<file path="config.mk">
export PLATFORM = sky130hd
export DESIGN_NAME = mem_responder
export DESIGN_NICKNAME = d
export VERILOG_FILES = /design/src/rtl/mem_map_pkg.sv /design/src/rtl/mem_timer.sv /design/src/rtl/mem_responder.sv
export SDC_FILE = /design/constraint.sdc
export NUM_CORES = 2
export LEC_CHECK = 0
export BUFFER_PORTS_ARGS = -buffer_cell sky130_fd_sc_hd__buf_4
export CAP_MARGIN = 20
export CORE_ASPECT_RATIO = 1.25
export CORE_MARGIN = 5
export CORE_UTILIZATION = 25
export CTS_CLUSTER_SIZE = 14
export DETAILED_ROUTE_END_ITERATION = 7
export PLACE_DENSITY_LB_ADDON = 0.15
export SYNTH_ARGS = -nofsm -noshare
export SYNTH_HDL_FRONTEND = slang
export SYNTH_HIERARCHICAL = 1
export SYNTH_SLANG_ARGS = --single-unit
</file>
<file path="constraint.sdc">
create_clock -name i_clock -period 10.7 [get_ports i_clock]
set_input_delay 1.605 -clock i_clock [delete_from_list [all_inputs] [get_ports i_clock]]
set_output_delay 1.605 -clock i_clock [all_outputs]
set_load 0.02 [all_outputs]
</file>
<file path="src/rtl/mem_map_pkg.sv">
// rtl/mem_map_pkg.sv - address map, timer register offsets and CTRL bit positions
package mem_map_pkg;

    localparam logic [3:0] REG_RAM   = 4'h0;
    localparam logic [3:0] REG_LED   = 4'h1;
    localparam logic [3:0] REG_TIMER = 4'h2;
    localparam logic [3:0] REG_SW    = 4'h3;

    localparam logic [1:0] T_CTRL   = 2'd0;
    localparam logic [1:0] T_LOAD   = 2'd1;
    localparam logic [1:0] T_COUNT  = 2'd2;
    localparam logic [1:0] T_STATUS = 2'd3;

    localparam int CTRL_EN   = 0;
    localparam int CTRL_AUTO = 1;

    function automatic logic [3:0] region_of(input logic [15:0] addr);
        return addr[15:12];
    endfunction

endpackage

</file>
<file path="src/rtl/mem_timer.sv">
// rtl/mem_timer.sv - prescaled interval timer with one-shot/auto-reload and sticky timeout
module mem_timer
    import mem_map_pkg::*;
#(
    parameter int PRESC = 1
) (
    input  logic        i_clk,
    input  logic        i_reset,
    input  logic        i_wr_en,
    input  logic [1:0]  i_offset,
    input  logic [15:0] i_wdata,
    output logic [15:0] o_rdata,
    output logic        o_to
);

    localparam int PW = (PRESC > 1) ? $clog2(PRESC) : 1;
    localparam logic [PW-1:0] PRESC_MAX = PW'(PRESC - 1);

    logic [PW-1:0] r_presc;
    logic          r_en;
    logic          r_auto;
    logic [15:0]   r_load;
    logic [15:0]   r_count;
    logic          r_to;

    logic w_ctrl_wr;
    logic w_load_wr;
    logic w_status_wr;
    logic w_tick;
    logic w_timeout;

    assign w_ctrl_wr   = i_wr_en && (i_offset == T_CTRL);
    assign w_load_wr   = i_wr_en && (i_offset == T_LOAD);
    assign w_status_wr = i_wr_en && (i_offset == T_STATUS);
    // A CTRL write restarts the prescaler and never ticks in its own cycle.
    assign w_tick      = r_en && (r_presc == PRESC_MAX) && !w_ctrl_wr;
    assign w_timeout   = w_tick && (r_count == 16'd0);

    always_ff @(posedge i_clk) begin
        if (i_reset) begin
            r_presc <= '0;
            r_en    <= 1'b0;
            r_auto  <= 1'b0;
            r_load  <= 16'd0;
            r_count <= 16'd0;
            r_to    <= 1'b0;
        end else begin
            if (w_ctrl_wr)
                r_presc <= '0;
            else if (r_en)
                r_presc <= (r_presc == PRESC_MAX) ? '0 : r_presc + PW'(1);

            if (w_ctrl_wr) begin
                r_en   <= i_wdata[CTRL_EN];
                r_auto <= i_wdata[CTRL_AUTO];
            end else if (w_timeout && !r_auto) begin
                r_en <= 1'b0;
            end

            if (w_load_wr) begin
                r_load  <= i_wdata;
                r_count <= i_wdata;
            end else if (w_tick) begin
                if (r_count != 16'd0)
                    r_count <= r_count - 16'd1;
                else if (r_auto)
                    r_count <= r_load;
            end

            // Timeout set beats a same-cycle STATUS clear.
            if (w_timeout)
                r_to <= 1'b1;
            else if (w_status_wr)
                r_to <= 1'b0;
        end
    end

    always_comb begin
        o_rdata = 16'd0;
        case (i_offset)
            T_CTRL:   o_rdata = {14'd0, r_auto, r_en};
            T_LOAD:   o_rdata = r_load;
            T_COUNT:  o_rdata = r_count;
            T_STATUS: o_rdata = {15'd0, r_to};
            default:  o_rdata = 16'd0;
        endcase
    end

    assign o_to = r_to;

endmodule

</file>
<file path="src/rtl/mem_responder.sv">
// rtl/mem_responder.sv - processor-bus responder: RAM, LED register, timer and switch port
module mem_responder
    import mem_map_pkg::*;
#(
    parameter int AW        = 8,
    parameter int PRESC     = 1,
    parameter     INIT_FILE = ""
) (
    input  logic        i_clock,
    input  logic        i_reset,
    input  logic [15:0] i_addr,
    input  logic [15:0] i_dout,
    input  logic        i_w,
    output logic [15:0] o_din,
    input  logic [9:0]  i_sw,
    output logic [9:0]  o_ledr,
    output logic        o_timer_to
);

    logic [15:0] r_ram [0:(1<<AW)-1];
    logic [15:0] r_din;
    logic [9:0]  r_ledr;
    logic [9:0]  r_sw_meta;
    logic [9:0]  r_sw_sync;

    logic [3:0]    w_region;
    logic [AW-1:0] w_ram_idx;
    logic [15:0]   w_ram_q;
    logic [15:0]   w_timer_rdata;
    logic [15:0]   w_rdata;
    logic          w_ram_we;
    logic          w_timer_we;
    logic          w_unused_addr;

    assign w_region      = region_of(i_addr);
    assign w_ram_idx     = i_addr[AW-1:0];
    assign w_ram_q       = r_ram[w_ram_idx];
    assign w_ram_we      = i_w && !i_reset && (w_region == REG_RAM);
    assign w_timer_we    = i_w && (w_region == REG_TIMER);
    assign w_unused_addr = ^i_addr;

    always_ff @(posedge i_clock) begin
        if (w_ram_we)
            r_ram[w_ram_idx] <= i_dout;
    end

    always_ff @(posedge i_clock) begin
        if (i_reset) begin
            r_ledr    <= 10'd0;
            r_sw_meta <= 10'd0;
            r_sw_sync <= 10'd0;
        end else begin
            r_sw_meta <= i_sw;
            r_sw_sync <= r_sw_meta;
            if (i_w && (w_region == REG_LED))
                r_ledr <= i_dout[9:0];
        end
    end

    mem_timer #(.PRESC(PRESC)) u_timer (
        .i_clk    (i_clock),
        .i_reset  (i_reset),
        .i_wr_en  (w_timer_we),
        .i_offset (i_addr[1:0]),
        .i_wdata  (i_dout),
        .o_rdata  (w_timer_rdata),
        .o_to     (o_timer_to)
    );

    always_comb begin
        w_rdata = 16'd0;
        case (w_region)
            REG_RAM:   w_rdata = w_ram_q;
            REG_LED:   w_rdata = {6'd0, r_ledr};
            REG_TIMER: w_rdata = w_timer_rdata;
            REG_SW:    w_rdata = {6'd0, r_sw_sync};
            default:   w_rdata = 16'd0;
        endcase
    end

    // Read-before-write falls out of sampling pre-edge state regardless of W.
    always_ff @(posedge i_clock) begin
        if (i_reset)
            r_din <= 16'd0;
        else
            r_din <= w_rdata;
    end

    assign o_din  = r_din;
    assign o_ledr = r_ledr;

endmodule

</file>
# == Yosys cells after proc, flatten, opt, wreduce, memory -nomap -nowiden ==
# Memories as Yosys holds them, arrays and structs flattened.
# Index checks and enable logic that the tools add are counted.
# word_totals
input_bits,45
romBits,0
wordCells,57
memories,1
latchBits,0
output_inout_bits,27
mem_bits_rw,4096
reg_bits,82
# mem_list
name,depth,width,read_ports,rd_ports_with_merged_regs,write_ports,line,text
r_ram,256,16,1,0,1,mem_responder.sv:20,logic [15:0] r_ram [0:(1<<AW)-1];
# op_classes
multipliers,0
magnitude_cmp,0
add_sub_neg,2
shift,0
mux,13
reduce_logical,24
div,0
n_eq_ne,6
bitwise,1
# ops
cell,n
$pmux 16 s4,2
$mux 16,4
$logic_not 16->1,1
$reduce_bool 16->1,1
$sub 16x1->16 const B,1
$logic_and 1x1->1,11
$eq 4x2->1 const B,2
$mux 1,7
$reduce_bool 2->1,3
$eq 2x2->1 const B,2
$eq 4x1->1 const B,1
$logic_not 4->1,1
$logic_not 1->1,3
$reduce_bool 3->1,1
$eq 2x1->1 const B,1
$logic_not 2->1,1
$reduce_and 2->1,1
$reduce_or 2->1,1
$add 1x1->1 const B,1
$not 1->1,1

# == Logic depth before layout (Yosys ltp) ==
# depth
ltp_word,9
ltp_mapped,13
depth_no_buf,8

# == Modules after synthesis ==
# The synthesis kept the hierarchy.
# modules_own_cells
module,seq_area_each_um2,n_inst,area_each_um2,cells_per_inst
mem_responder,123918.8,1,158673.4,7567
mem_timer,700.7,1,2024.4,263

# == Worst setup path before layout ==
# OpenSTA, ideal clock, no wires.
# synth_timing
path_type,input to register
from,input i_addr[1]
to,memory r_ram[102][0] (enable)
arrival_ps,4161
required_time_ps,10312
path_slack_ps,6151
path_buffers,7
setup_ps,388
cell_stages,10
path_cell_list,buf_6 -> buf_4 -> buf_4 -> buf_4 -> buf_2 -> buf_2 -> nor2b_1 -> nand2_1 -> clkbuf_1 -> nor2_1
# synth_lines
item,line,text
start: declaration,mem_responder.sv:11,"input logic [15:0] i_addr,"
end: declaration,mem_responder.sv:20,
# Straight into the memory's write port.

# == Worst setup path after layout ==
# layout_timing
from,input i_addr[1]
to,"register r_din[9], in the netlist o_din[9]"
# layout_via
elab_chain_len,3
word_cells_on_any_way,7
cone_classes,3 x eq/ne; 2 x mux; 1 x reduce/logical; 1 x memory
# layout_rtl
item,line,text
"parallel branches: the longest is 2 deep, another holds $mem_v2 256x16",--,
$pmux 16 s4 *,mem_responder.sv:72,case (w_region)
end signal: assignment,mem_responder.sv:86,r_din <= w_rdata;
end: declaration,mem_responder.sv:21,logic [15:0] r_din;
# Mark *: on every way between the ends.
# A chain may end at the register's enable or synchronous reset.

==> metrics.md <==
| Metric | Value |
|---|---|
| Die H | a little over 900 um |
| Clk_lat worst skew | approximately 1.0 ns |
| Combinational fraction of design power | 0.045 |
| Synth Net Count | ~7900 |
| H-tree levels | 5 |
| Largest family of logic cells by synthesized area | multiplexers |
| Ratio of total power to cell area | ~180 nW/um2 |
| Post-synthesis adder-cell area fraction | 0.0001557 |
| RSZ-0062 raised after global routing | no |
| Total power | 34.41 mW |
| Arr. time, crit path | just under 7 ns |
| CTS Hold Bufs | 0 |
| Distinct cells, synth | 76 |
| Reg2reg setup slack | a little under 7 ns |
| Worst r2r src | r_ram[78][0] |
| Synth Area in XOR/XNOR | 0.0002180 |
| Syn Std Cell Area | around 160000 um2 |
| Gr busiest metal | met2 |
| First-pass GRT wire length | 693100 um |
| Setup TNS | 0 ns |
| Die area | between 600000 and 700000 um2 |
| RR Endpoint | o_din[0] |
| Total track usage | 0.1483 |
| Dpl cells | approximately 16000 |
| Yosys Warn Count | 6 |
| Slew @ Worst Pin | 1.316 ns |
| Hold depth | 1 |
| Top post-synthesis cells by count | edfxtp_1 (4096), mux4_2 (757), mux2i_1 (597) |
| Multi-input gate area | roughly 34000 um2 |
| Clock-pin transition on the worst setup and hold timing paths | roughly 0.060 ns |
| Seq. cell area | 124600 um2 |
| Switching part of the total power | 0.2172 |
| Fillers | about 63000 |
| Most used DFF post-synth | edfxtp_1 |
| Final min period | approximately 6 ns |
| Run status | complete, no violations |
| Top-count cell post-synth | edfxtp_1 |
| Fin Clk Skew | between 0.04 and 0.05 ns |
| Post-synthesis simple-gate area fraction | 0.02638 |
| Leakage power | between 50 and 60 nW |
| Total gr overflow | 0 |
| Final Hold Vio Count | 0 |
| Clock sinks | around 4200 |
| Post-synthesis mux area share | 0.1452 |
| IO buf count | 67 |
| CTS Root Cell | clkbuf_16 |
| Syn Area/Cell | 20.52 um2 |
| Net Switching | around 7.5 mW |
| # nets final | about 8400 |
| GRT met3 Usage | 0.01800 |
| Largest net degree at the start of global routing | around 140 |
| Top cell type's share of synthesized area | 0.7654 |
| DRC violations left | 0 |
| Share of cells above drive strength 1 | 0.2391 |
| Post-route insts no fill | approximately 17000 |
| Sequential area share after synthesis | 0.7755 |
| Post-cts resize count | 0 |
| Core area | about 640000 um2 |
| DR vias | slightly below 80000 |
| Routed wire per std cell | between 20 and 30 um |
| I/O pin count | 72 |
| Iter 0 DRT Violations | between 6000 and 7000 |
| Crit path max fanout | 67 |
| Fmax | about 0.17 GHz |
| Min Hold Slack | roughly 0.44 ns |
| Tcrit/Tclk final | 0.5626 |
| PnR worst setup slack | 4.680 ns |
| Endpoints failing setup | 0 |
| EDFF count, synth | between 4000 and 5000 |
| # rows | 329 |
| Pre-CTS setup slack | 3.342 ns |
| Crit path capture type | register |
| Detailed placer's ending HPWL | about 310000 um |
| Relative slew slack | 0.1183 |
| R2r worst-path depth | 7 |
| Fin. max-slew vios | 0 |
| Routed WL | between 500000 and 600000 um |
| Asr flop ratio synth | 0 |
| RePlAce Congestion | 0.7719 |
| Seq cells post-synth | 4177 |
| Worst min-delay path startpoint | r_sw_meta[3] |
| CTS tree | done |
| VDD IR-drop max | 0.0001314 V |
| Gate count after technology mapping | 7830 |
| Router iterations before antenna repair | 6 |
| Synth Area in Compound Gates | 0.03692 |
| Post-CTS setup buffer count | 0 |
| Layout area overhead | 16.81% |
| Startpoint types | input pin |
| Vias/cell | ~4.6 |
| Clk buf depth | 4 |
| Starting Density | 0.2506 |
| Met2 Usage GRT | 0.2693 |
| Max_cap viols | 0 |
| Number of CTS-inserted buffers | about 440 |
| Met1 Resource Use GR | 0.1857 |
| Leading post-synthesis cells by cell area | edfxtp_1 (77%), mux4_2 (11%), mux2i_1 (3.7%) |
| Worst Hold End | r_sw_sync[3] |
| Seq pwr share | 0.522 |
| Worst hold path class | register to register |
| Post-DRT Antenna Nets | 0 |
| Vias in the first global route | 83050 |
| Initial antenna violation count | 30 |
| Clock power frac | 0.433 |
| Crit Path Class | input pin to register |
| CP Data Required Time | approximately 12 ns |
| Synth area leader | edfxtp_1 |
| Internal Power | roughly 27 mW |
| Die X | slightly above 700 um |
-- layout by cell type, fill, tap and decap left out, types with 28 or more instances in the layout --
cell       instances
a21oi_1          171
a221oi_1          31
a22oi_1          217
buf_4            444
buf_8             35
bufinv_16         37
clkbuf_1         101
clkbuf_16        444
clkinv_1          95
clkinv_2          87
dfxtp_1           81
diode_2           75
edfxtp_1        4096
inv_1             28
mux2i_1          597
mux4_2           757
nand2_1          176
nand3_1          102
nand4_1           61
nor2_1           210
nor2_2           119
nor2b_1           44
nor4_1            43
o21ai_0          126
o22ai_1          154
-- sequential cells by signal (all words and copies together) (netlist names), 10 cells and up --
register,count
u_timer/r_load,16
r_ram,4096
r_sw_sync,10
r_sw_meta,10
o_din,16
u_timer/r_count,16
o_ledr,10
-- worst max-delay path by stage --
stage                          from       endpoint  slack (ns)
after detailed placement  i_addr[0]       o_din[0]        3.34
after global placement    i_addr[0]       o_din[0]        3.31
after floorplan           i_addr[1]  r_ram[102][0]        6.15
after CTS                 i_addr[0]       o_din[0]        4.45
after global routing      i_addr[0]       o_din[7]        4.45
final                     i_addr[1]       o_din[9]        4.68
-- layout make-up --
class / instances / area share
Sequential cell: 4177 / 0.6639
Multi-Input combinational cell: 3162 / 0.1815
Clock buffer: 549 / 0.06150
Inverter: 30 / 0.0006132
Tap cell: 8440 / 0.05626
Clock inverter: 252 / 0.01212
Antenna cell: 75 / 0.0009998
Timing Repair Buffer: 504 / 0.02316
-- metal layers --
metal / vias to the layer above / share of wire
li1: 33720 / -
met3: 546 / 0.038
met5: - / 0.000036
met2: 1803 / 0.52
met4: 2 / 0.026
met1: 43300 / 0.41
-- cell families (layout without fill, tap and decap cells) --
group | Yosys count | after routing
AO/OA/AOI/OAI | 886 | 886
XOR/XNOR | 4 | 4
adder cells (fa/ha/maj) | 2 | 2
buffers and inverters | 491 | 1335
flip-flops | 4177 | 4177
multiplexers | 1381 | 1381
other | 0 | 75
AND/OR/NAND/NOR | 889 | 889
-- power groups by stage --
stage / registers, mW / clock network [mW] / logic (mW)
final: 18.0 / 14.9 / 1.54
after global routing: 18.0 / 16.0 / 1.64
after CTS: 18.0 / 15.4 / 1.60
after detailed placement: 18.3 / 0 / 1.60
after global placement: 18.3 / 0 / 1.57
after floorplan: 18.3 / 0 / 0.754
-- critical path, stage by stage --
cell     delay (ns)
buf_16         0.24
buf_4          0.52
buf_4          0.77
mux4_2         0.42
a22oi_1        0.39
a21oi_1        0.36
nor4_1         0.88
a31oi_1        0.66
or4_1          0.62
-- through the flow --
step                      cell area (um2)  utilization
after floorplan                    160700            -
after global placement             173300       0.2702
after detailed placement           173500       0.2706
after CTS                          187400       0.2921
after global routing               187700       0.2926
final                              187700       0.2927
Power figures use the tool's default switching activity.
